**src/rtl/barrett_pkg.sv**
```systemverilog
// Shared definitions for the Barrett streaming reducer slice.
// Holds the controller state encoding and the default datapath width.
package barrett_pkg;

  localparam int BARRETT_W = 64;

  typedef enum logic [1:0] {
    IDLE  = 2'd0,
    RUN   = 2'd1,
    DRAIN = 2'd2
  } barrett_ctrl_state_e;

endpackage

```
**src/rtl/barrett_pipelined.sv**
```systemverilog
// Non-stallable three-stage modular reducer: result_o = x_i mod m_i, valid
// exactly three cycles after start_i is sampled.
// Ports:
//   clk_i, rst_ni      clock, synchronous active-low reset
//   start_i            operand valid (sampled every cycle, no backpressure)
//   x_i, m_i, mu_i     operand (x < 4m), modulus, Barrett constant
//   valid_o, result_o  result strobe and remainder
// The x < 4m bound lets the remainder be formed with two conditional
// subtractions (2m then m), so the result is exact for any modulus; mu_i
// is part of the port contract but the correction path does not need it.
module barrett_pipelined
  import barrett_pkg::*;
#(
  parameter int W = BARRETT_W
) (
  input  logic         clk_i,
  input  logic         rst_ni,
  input  logic         start_i,
  input  logic [W-1:0] x_i,
  input  logic [W-1:0] m_i,
  input  logic [W-1:0] mu_i,
  output logic         valid_o,
  output logic [W-1:0] result_o
);

  logic         v1_r, v2_r, v3_r;
  logic [W-1:0] x1_r, m1_r, r2_r, m2_r, r3_r;
  logic [W:0]   twom_s;
  logic [W-1:0] d2_s;
  logic         ge2_s;
  logic         mu_unused_s;

  assign mu_unused_s = ^mu_i;

  // 2m needs one extra bit for the compare; when x >= 2m the truncated 2m is exact.
  assign twom_s = {m1_r, 1'b0};
  assign ge2_s  = ({1'b0, x1_r} >= twom_s);
  assign d2_s   = x1_r - {m1_r[W-2:0], 1'b0};

  // Pipeline registers: capture, subtract 2m, subtract m.
  always_ff @(posedge clk_i) begin
    if (!rst_ni) begin
      v1_r <= 1'b0;
      v2_r <= 1'b0;
      v3_r <= 1'b0;
      x1_r <= {W{1'b0}};
      m1_r <= {W{1'b0}};
      r2_r <= {W{1'b0}};
      m2_r <= {W{1'b0}};
      r3_r <= {W{1'b0}};
    end else begin
      v1_r <= start_i;
      x1_r <= x_i;
      m1_r <= m_i;
      v2_r <= v1_r;
      r2_r <= ge2_s ? d2_s : x1_r;
      m2_r <= m1_r;
      v3_r <= v2_r;
      r3_r <= (r2_r >= m2_r) ? (r2_r - m2_r) : r2_r;
    end
  end

  assign valid_o  = v3_r;
  assign result_o = r3_r;

endmodule

```
**src/rtl/barrett_result_fifo.sv**
```systemverilog
// First-word-fall-through result FIFO with occupancy count.
// Ports:
//   clk_i, rst_ni      clock, synchronous active-low reset
//   push_i, data_i     write strobe and data
//   pop_i              consume head (ignored when empty)
//   valid_o, data_o    head valid and head data (zero when empty)
//   count_o            number of stored entries
// A push while full is taken only together with a pop, so the count stays put.
module barrett_result_fifo
  import barrett_pkg::*;
#(
  parameter int DEPTH = 8,
  parameter int W     = BARRETT_W,
  localparam int AW   = (DEPTH > 1) ? $clog2(DEPTH) : 1,
  localparam int CW   = $clog2(DEPTH + 1)
) (
  input  logic          clk_i,
  input  logic          rst_ni,
  input  logic          push_i,
  input  logic [W-1:0]  data_i,
  input  logic          pop_i,
  output logic          valid_o,
  output logic [W-1:0]  data_o,
  output logic [CW-1:0] count_o
);

  localparam logic [CW-1:0] DEPTH_C = CW'(DEPTH);
  localparam logic [AW-1:0] LAST_C  = AW'(DEPTH - 1);

  logic [W-1:0]  mem_r [DEPTH];
  logic [AW-1:0] wr_ptr_r, rd_ptr_r;
  logic [CW-1:0] count_r;
  logic          pop_s, push_s;

  assign pop_s  = pop_i & (count_r != {CW{1'b0}});
  assign push_s = push_i & ((count_r != DEPTH_C) | pop_s);

  // Storage array; contents are only visible through a valid head.
  always_ff @(posedge clk_i) begin
    if (push_s) begin
      mem_r[wr_ptr_r] <= data_i;
    end
  end

  // Pointers and occupancy.
  always_ff @(posedge clk_i) begin
    if (!rst_ni) begin
      wr_ptr_r <= {AW{1'b0}};
      rd_ptr_r <= {AW{1'b0}};
      count_r  <= {CW{1'b0}};
    end else begin
      if (push_s) begin
        wr_ptr_r <= (wr_ptr_r == LAST_C) ? {AW{1'b0}} : wr_ptr_r + AW'(1'b1);
      end
      if (pop_s) begin
        rd_ptr_r <= (rd_ptr_r == LAST_C) ? {AW{1'b0}} : rd_ptr_r + AW'(1'b1);
      end
      case ({push_s, pop_s})
        2'b10:   count_r <= count_r + CW'(1'b1);
        2'b01:   count_r <= count_r - CW'(1'b1);
        default: count_r <= count_r;
      endcase
    end
  end

  assign valid_o = (count_r != {CW{1'b0}});
  assign data_o  = valid_o ? mem_r[rd_ptr_r] : {W{1'b0}};
  assign count_o = count_r;

endmodule

```
**src/rtl/barrett_stream_ctrl.sv**
```systemverilog
// Streaming controller around barrett_pipelined: holds (m, mu), issues one
// operand per cycle into the reducer and returns results in order through a
// FIFO. Credits (free FIFO slots not yet promised to in-flight operands)
// gate input acceptance so no reducer result is ever dropped.
// Ports:
//   clk_i, rst_ni                       clock, synchronous active-low reset
//   cfg_valid_i/cfg_ready_o, cfg_m_i, cfg_mu_i   configuration handshake
//   in_valid_i/in_ready_o, in_x_i      operand stream (x < 4m)
//   out_valid_o/out_ready_i, out_r_o   result stream (x mod m)
//   busy_o                              work in flight or buffered
module barrett_stream_ctrl
  import barrett_pkg::*;
#(
  parameter int DEPTH = 8,
  parameter int W     = BARRETT_W
) (
  input  logic         clk_i,
  input  logic         rst_ni,
  input  logic         cfg_valid_i,
  output logic         cfg_ready_o,
  input  logic [W-1:0] cfg_m_i,
  input  logic [W-1:0] cfg_mu_i,
  input  logic         in_valid_i,
  output logic         in_ready_o,
  input  logic [W-1:0] in_x_i,
  output logic         out_valid_o,
  input  logic         out_ready_i,
  output logic [W-1:0] out_r_o,
  output logic         busy_o
);

  localparam int CW = $clog2(DEPTH + 1);
  localparam logic [CW-1:0] DEPTH_C = CW'(DEPTH);

  barrett_ctrl_state_e state_r, state_next_s;
  logic [W-1:0]  m_r, mu_r, x_r;
  logic          issue_r;
  logic [CW-1:0] inflight_r;
  logic [CW-1:0] fifo_count_s;
  logic [CW-1:0] credits_s;
  logic          cfg_ready_s, in_ready_s, cfg_load_s, in_hs_s;
  logic          red_valid_s;
  logic [W-1:0]  red_result_s;

  // Built from registered counts only, so in_ready_o never depends on same-cycle pops.
  assign credits_s = DEPTH_C - fifo_count_s - inflight_r;
  assign in_hs_s   = in_valid_i & in_ready_s;

  // Next-state and handshake readiness.
  always_comb begin
    state_next_s = state_r;
    cfg_ready_s  = 1'b0;
    in_ready_s   = 1'b0;
    cfg_load_s   = 1'b0;
    case (state_r)
      IDLE: begin
        cfg_ready_s = 1'b1;
        if (cfg_valid_i) begin
          cfg_load_s   = 1'b1;
          state_next_s = RUN;
        end else begin
          state_next_s = IDLE;
        end
      end
      RUN: begin
        in_ready_s = (credits_s != {CW{1'b0}});
        if (cfg_valid_i) begin
          state_next_s = DRAIN;
        end else begin
          state_next_s = RUN;
        end
      end
      DRAIN: begin
        // Modulus may change only once the reducer holds nothing of the old one.
        cfg_ready_s = (inflight_r == {CW{1'b0}});
        if (cfg_valid_i && cfg_ready_s) begin
          cfg_load_s   = 1'b1;
          state_next_s = RUN;
        end else begin
          state_next_s = DRAIN;
        end
      end
      default: begin
        state_next_s = IDLE;
      end
    endcase
  end

  // State, configuration, issue stage and in-flight counter.
  always_ff @(posedge clk_i) begin
    if (!rst_ni) begin
      state_r    <= IDLE;
      m_r        <= {W{1'b0}};
      mu_r       <= {W{1'b0}};
      issue_r    <= 1'b0;
      x_r        <= {W{1'b0}};
      inflight_r <= {CW{1'b0}};
    end else begin
      state_r <= state_next_s;
      if (cfg_load_s) begin
        m_r  <= cfg_m_i;
        mu_r <= cfg_mu_i;
      end
      issue_r <= in_hs_s;
      if (in_hs_s) begin
        x_r <= in_x_i;
      end
      case ({in_hs_s, red_valid_s})
        2'b10:   inflight_r <= inflight_r + CW'(1'b1);
        2'b01:   inflight_r <= inflight_r - CW'(1'b1);
        default: inflight_r <= inflight_r;
      endcase
    end
  end

  barrett_pipelined #(
    .W (W)
  ) u_reducer (
    .clk_i    (clk_i),
    .rst_ni   (rst_ni),
    .start_i  (issue_r),
    .x_i      (x_r),
    .m_i      (m_r),
    .mu_i     (mu_r),
    .valid_o  (red_valid_s),
    .result_o (red_result_s)
  );

  // Every reducer result is written; credits reserved its slot at issue time.
  barrett_result_fifo #(
    .DEPTH (DEPTH),
    .W     (W)
  ) u_fifo (
    .clk_i   (clk_i),
    .rst_ni  (rst_ni),
    .push_i  (red_valid_s),
    .data_i  (red_result_s),
    .pop_i   (out_ready_i),
    .valid_o (out_valid_o),
    .data_o  (out_r_o),
    .count_o (fifo_count_s)
  );

  assign cfg_ready_o = cfg_ready_s;
  assign in_ready_o  = in_ready_s;
  assign busy_o      = (inflight_r != {CW{1'b0}}) | (fifo_count_s != {CW{1'b0}});

endmodule

```
**config.mk**
```make
export PLATFORM = sky130hd
export DESIGN_NAME = barrett_stream_ctrl
export DESIGN_NICKNAME = d
export VERILOG_FILES = /design/src/rtl/barrett_pkg.sv /design/src/rtl/barrett_pipelined.sv /design/src/rtl/barrett_result_fifo.sv /design/src/rtl/barrett_stream_ctrl.sv
export SDC_FILE = /design/constraint.sdc
export NUM_CORES = 1
export LEC_CHECK = 0
export ABC_CLOCK_PERIOD_IN_PS = 9500
export BUFFER_PORTS_ARGS = -buffer_cell sky130_fd_sc_hd__buf_2
export CAP_MARGIN = 10
export CELL_PAD_IN_SITES_DETAIL_PLACEMENT = 1
export CELL_PAD_IN_SITES_GLOBAL_PLACEMENT = 2
export CORE_ASPECT_RATIO = 0.8
export CORE_MARGIN = 2
export CORE_UTILIZATION = 42
export CTS_CLUSTER_DIAMETER = 120
export DETAILED_ROUTE_END_ITERATION = 16
export GPL_TIMING_DRIVEN = 0
export HOLD_SLACK_MARGIN = 0.08
export PLACE_DENSITY = 0.9
export SLEW_MARGIN = 20
export SYNTH_ARGS = -nofsm -noshare
export SYNTH_HDL_FRONTEND = slang
export SYNTH_HIERARCHICAL = 1
export SYNTH_SLANG_ARGS = --single-unit
```
**constraint.sdc**
```tcl
create_clock -name clk_i -period 9.5 [get_ports clk_i]
set_input_delay 0.95 -clock clk_i [delete_from_list [all_inputs] [get_ports clk_i]]
set_output_delay 0.95 -clock clk_i [all_outputs]
set_load 0.02 [all_outputs]
```
==> results.cfg, run 1 <==
[critical_path]
reg2reg_depth = 15
startpoint = u_reducer/x1_r[1]
crit_arrival_ns = 4.81
cpLargestDelayFamily = compound AO/OA/AOI/OAI gates
crit_path_end_kind = flip-flop
crit_path_frequent_cell = a21oi_2
worstReg2RegEnd = u_reducer/r2_r[56]
r2r_start = u_reducer/x1_r[1]
crit_required_ns = 10.04
r2r_slack_ns = 5.24
crit_buf_inv = 2
crit_path_top_delay_cell = o21ai_1
cp_slowest_stage_delay_ns = 0.44
path_cells = inv_1 > ha_1 > fa_1 > nand2b_2 > a21oi_2 > a41oi_2 > o31ai_4 > and4_4 > o211ai_4 > a21oi_2 > nor2_1 > o221ai_1 > buf_4 > nand2_1 > o21ai_1
start_kind = flip-flop
critical_path_class = reg -> reg
critPathMaxFanout = 9

[pwr]
sequentialPowerShare_pct = 30.4
power_density_nw_per_um2 = 352.2
max-vdd-ir-drop_mv = 0.2131
p_clk_share_pct = 22.5
combPwrFrac_pct = 47.1
p_int_w = 0.01047
p_switching_w = 0.007104
total_power_w = 0.01757
switching_share_pct = 40.43
p_leak_nw = 19.21

[timing]
rsz0062_at_grt = false
period_share_pct = 44.87
finalMaxSlewViolations = 0
max_freq_mhz = 234.6
fin_setup_tns_ns = 0
worstMarginPinSlew_ns = 1.064
fin_skew_ns = 0.03907
setup_viol = 0
whs_ns = 0.4351
hold_violations = 0
maxSlewHeadroom_pct = 29.04
finalCriticalPeriod_ns = 4.263

[clock_network]
post_cts_buffers = 0
clkSinkCount = 983
clock_latency_ns = 0.69
cts_tree = yes
clock_path_buffers = 3
clock-root-buffer = clkbuf_16
htree_levels = 3
cts-resized-gates = 0
path_clk_slew_ns = 0.06
cts_inserted_buffers = 95
holdBufCountCts = 0

[run]
cap_violations = 0

[detailed_routing]
wl_per_cell_microns = 23.29
first_pass_iters = 5
drtIter0Drc = 2158
drtAntennaViolNets = 0
drt-total-wl_microns = 125600
vias_per_cell = 5.367
num_vias = 28957
drc = 0

[final_layout]
fillerInstances = 10740
layout-drive-gt1-share_pct = 16.19
final_cell_area_sq_um = 49890
num-nets-final = 4320
num_antenna_cells = 0
syn2layout_area_growth_pct = 15.23

[global_routing]
grt_max_degree = 22
grt_pass1_vias = 30577
overflow = 0
grt_usage_pct = 23.71
antenna_found_initial = 5
grt_pass1_wl_microns = 190300

[die]
die_height_microns = 291.2
die_area_sq_um = 105700
io_pins = 265
core_sq_um = 102300
floorplan.initialDensity_pct = 42.30
dieWidth_microns = 363.0
rows = 105

[yosys]
syn_area_sq_um = 43290
syn_area_per_cell_sq_um = 11.95
postSynthCellCount = 3622
ys_warn_count = 6
syn_nets = 3964

[min_path]
holdPathStages = 1
min_path_type = reg -> reg
min_from = issue_r
whs_endpoint = u_reducer/v1_r

[placed_design]
gp_congestion = 0.8870
dpl_cell_area_sq_um = 46590
dp_hpwl_microns = 93860
io_buffers = 199

[status]
status = finished clean
through the flow:
step	instances	worst slack [ns]	utilization (%)
after CTS	5395	5.289	48.75
after global placement	5158	-4.656	44.91
after floorplan	3622	1.414	-
after detailed placement	5218	5.278	45.52
final	5395	5.237	48.75
after global routing	5395	5.087	48.75
registers in the layout, indices dropped and copies added (netlist names), 2 cells and up, named ones only:
register	count
u_reducer/m2_r	64
u_fifo/count_o	4
u_reducer/m1_r	64
u_reducer/r2_r	64
inflight_r	4
m_r	64
x_r	64
state_r	2
u_reducer/result_o	64
u_fifo/mem_r	512
u_fifo/rd_ptr_r	3
u_reducer/x1_r	64
u_fifo/wr_ptr_r	3
worst reg2reg max path, delay by kind of cell (launching register included):
kind,cells,cell delay [ns]
compound gates,7,1.79
simple gates,4,1.00
fa+ha+maj,2,0.61
flops,1,0.40
buf+inv,2,0.32
power groups by stage:
stage,clock [W],sequential (W),combinational (W)
after floorplan,0,0.00522,0.00587
after global placement,0,0.00538,0.00802
after detailed placement,0,0.00542,0.00817
after CTS,0.00402,0.00533,0.00825
after global routing,0.00417,0.00538,0.00897
final,0.00395,0.00534,0.00828
layer usage:
layer,up-vias,GRT usage [%],share of wire (%)
met5,-,0,0
met4,0,5.860,2.2
met3,145,3.408,5.4
met2,816,38.19,46
met1,14328,33.70,46
li1,13668,-,-
placed cells by master (no fill, tap or decap), types with 44 or more instances in the layout:
| cell type | n |
|---|---|
| and2_1 | 148 |
| nor2_1 | 298 |
| buf_4 | 46 |
| a21oi_1 | 158 |
| edfxtp_1 | 512 |
| o21ai_0 | 80 |
| dfxtp_1 | 471 |
| nand3_1 | 44 |
| mux2i_1 | 217 |
| xnor2_1 | 78 |
| a21boi_1 | 58 |
| a21o_1 | 90 |
| nand4_1 | 46 |
| clkbuf_16 | 96 |
| clkbuf_1 | 149 |
| nand2_1 | 384 |
| inv_1 | 170 |
| ha_1 | 140 |
| buf_2 | 244 |
| mux4_2 | 128 |
how the worst max path moves through the flow:
| stage | end | cells past startpoint |
|---|---|---|
| after floorplan | u_fifo/mem_r[0][0] | 4 |
| after global placement | u_fifo/mem_r[0][51] | 4 |
| after detailed placement | u_reducer/r2_r[56] | 6 |
| after CTS | u_reducer/r2_r[56] | 15 |
| after global routing | u_reducer/r2_r[56] | 15 |
| final | u_reducer/r2_r[56] | 15 |
final cells by class:
type                            instances  area (sq um)  share of cell area [%]
Buffer                                207          1037                   2.079
Clock buffer                          131          2694                   5.400
Clock inverter                         46         605.6                   1.214
Inverter                              172         645.6                   1.294
Multi-Input combinational cell       2260         16860                   33.79
Sequential cell                       983         24800                   49.72
Tap cell                             1337          1673                   3.353
Timing Repair Buffer                  259          1574                   3.155
(Power assumes the default switching activity.)
==> run 2, diff against run 1 <==
ABC_AREA = 1   (was default)
ABC_CLOCK_PERIOD_IN_PS = 4070   (was 9500)
CORE_UTILIZATION = 37   (was 42)
PLACE_DENSITY = 0.91   (was 0.9)
clock period = 4.07 ns   (was 9.5 ns; I/O delays follow)
==> run 2 against run 1 <==
  * Synthesized cell count is 81% higher
  * Final cell count rose by 64%
  * Non-clock buffer count rose by 125
  * Routed wire length rose by 43%
  * Sequential power up 140%
  * Combinational power grew to 3.3 times the previous value
  * Area after synthesis rose by 15%
  * Clock-buffer cell count grew 4
  * Sequential share of layout area down 7.0 points
  * First-iteration DRC count rose by 27%
  * Largest cell class unchanged
  * Highest routed layer unchanged
==> results.cfg, run 2 <==
[final_layout]
fillerInstances = 16455
final_common_cell = nand2_1
layout-drive-gt1-share_pct = 8.035
largest-register = u_fifo/mem_r
seqCellArea_sq_um = 24800
num-nets-final = 7358
syn2layout_area_growth_pct = 16.89
layout_common_cells = 1868 x nand2_1, 1207 x inv_1, 1011 x nor2_1
fin_util_pct = 43.46
multi_input_area_sq_um = 18940
largest_reg_flops = 512

[min_path]
min_path_type = in -> reg
holdPathStages = 4

[detailed_routing]
drtAntennaViolNets = 0
wl_per_cell_microns = 20.23
num_vias = 43163
first_pass_iters = 6
drtIter0Drc = 2749
drt-total-wl_microns = 179300
dr_wl_met3_microns = 7233
topRoutingLayerUsed = met4
wl_met2_microns = 83080
drc = 0
wl_met1_microns = 83100
vias_per_cell = 4.869

[timing]
maxSlewHeadroom_pct = 33.41
max_freq_mhz = 265.4
hold_violations = 0
worstMarginPinSlew_ns = 0.9989
finalMaxSlewViolations = 0
period_share_pct = 92.58
finalCriticalPeriod_ns = 3.768
setup_viol = 0
fin_skew_ns = 0.05125
rsz0062_at_grt = false

[die]
die_height_microns = 331.8
dieWidth_microns = 413.7
core_sq_um = 133600
io_pins = 265
floorplan.initialDensity_pct = 37.18
rows = 120
die_area_sq_um = 137300

[global_routing]
grt_max_degree = 28
grt_pass1_vias = 44179
antenna_found_initial = 11
overflow = 0
grt_pass1_wl_microns = 267700
grt_usage_pct = 25.80

[pwr]
total_power_w = 0.04922
power_density_nw_per_um2 = 847.4
max-vdd-ir-drop_mv = 0.5159
p_leak_nw = 28.02

[critical_path]
crit_required_ns = 3.66
critical_path_class = reg -> out
start_kind = flip-flop
crit_path_end_kind = output port
reg2reg_depth = 15
path_cells = buf_2 > clkbuf_1 > o21ai_0 > o211ai_1 > nand2_1 > nor2_1 > buf_2
crit_path_frequent_cell = buf_2
crit_path_top_delay_cell = dfxtp_1
cpLargestDelayFamily = buffers and inverters
cp.depth = 7
crit_arrival_ns = 3.36
critPathMaxFanout = 10
crit_buf_inv = 3
cp_slowest_stage_delay_ns = 0.51

[placed_design]
dp_hpwl_microns = 141600
gp_congestion = 0.9486
io_buffers = 200

[clock_network]
htree_levels = 3
cts_inserted_buffers = 96
clock_path_buffers = 3
post_cts_buffers = 0
clock-root-buffer = clkbuf_16
clkSinkCount = 983
cts_tree = yes
path_clk_slew_ns = 0.06
clock_latency_ns = 0.76

[yosys]
syn_nets = 6910
ys_warn_count = 6
syn_area_per_cell_sq_um = 7.565
postSynthCellCount = 6568
syn_area_sq_um = 49690

[run]
cap_violations = 0

[status]
status = finished clean
run 2: final cells by class:
| type | count | share of cell area (%) |
|---|---|---|
| sequential | 983 | 42.71 |
| timing repair buffer | 350 | 4.748 |
| multi-input combinational | 4101 | 32.61 |
| tap | 1769 | 3.811 |
| buffer | 241 | 2.305 |
| clock buffer | 135 | 4.862 |
| antenna | 2 | 0.008617 |
| inverter | 1243 | 8.038 |
| clock inverter | 41 | 0.9091 |
run 2: where the power goes:
group	internal (W)	switching, W
Sequential	0.0118	0.00109
Combinational	0.00772	0.0192
Clock	0.00544	0.00395
Total	0.0249	0.0243
run 2: timing repair:
item / 4_1_cts / 5_1_grt
hold endpoints to repair: 130 / 0
gates resized for setup: 1 / 2
setup endpoints to repair: 5 / 1
hold buffers: 129 / 0
run 2: final timing paths:
kind / slack, ns / startpoint / endpoint
min reg2reg: 0.42 / u_reducer/v1_r / u_reducer/v2_r
max: 0.30 / flip-flop / out_r_o[63]
min: 0.16 / out_ready_i / u_fifo/rd_ptr_r[1]
max reg2reg: 0.40 / u_fifo/count_o[1] / inflight_r[3]
run 2: metrics by stage:
step	cells	hold WS (ns)	setup TNS (ns)	setup WS, ns	instance area (sq um)
2_1_floorplan	6568	0.3905	0	0.1018	49690
3_3_place_gp	8537	0.4036	-1140.54	-2.585	52900
3_5_place_dp	8558	0.4040	0	0.3772	53430
4_1_cts	8863	0.1034	0	0.1221	58070
5_1_grt	8863	0.2321	0	0.07845	58070
6_report	8865	0.1579	0	0.3020	58080
run 2: routing by layer:
layer	vias to the layer above	GRT usage (%)
li1	21191	-
met1	20763	35.29
met2	958	42.66
met3	251	2.771
met4	0	8.102
met5	-	0
run 2: worst min-delay path, delay by kind of cell:
kind,cells,cell delay [ns]
AND/OR/NAND/NOR,2,0.18
buffers and inverters,1,0.09
AO/OA/AOI/OAI,1,0.19
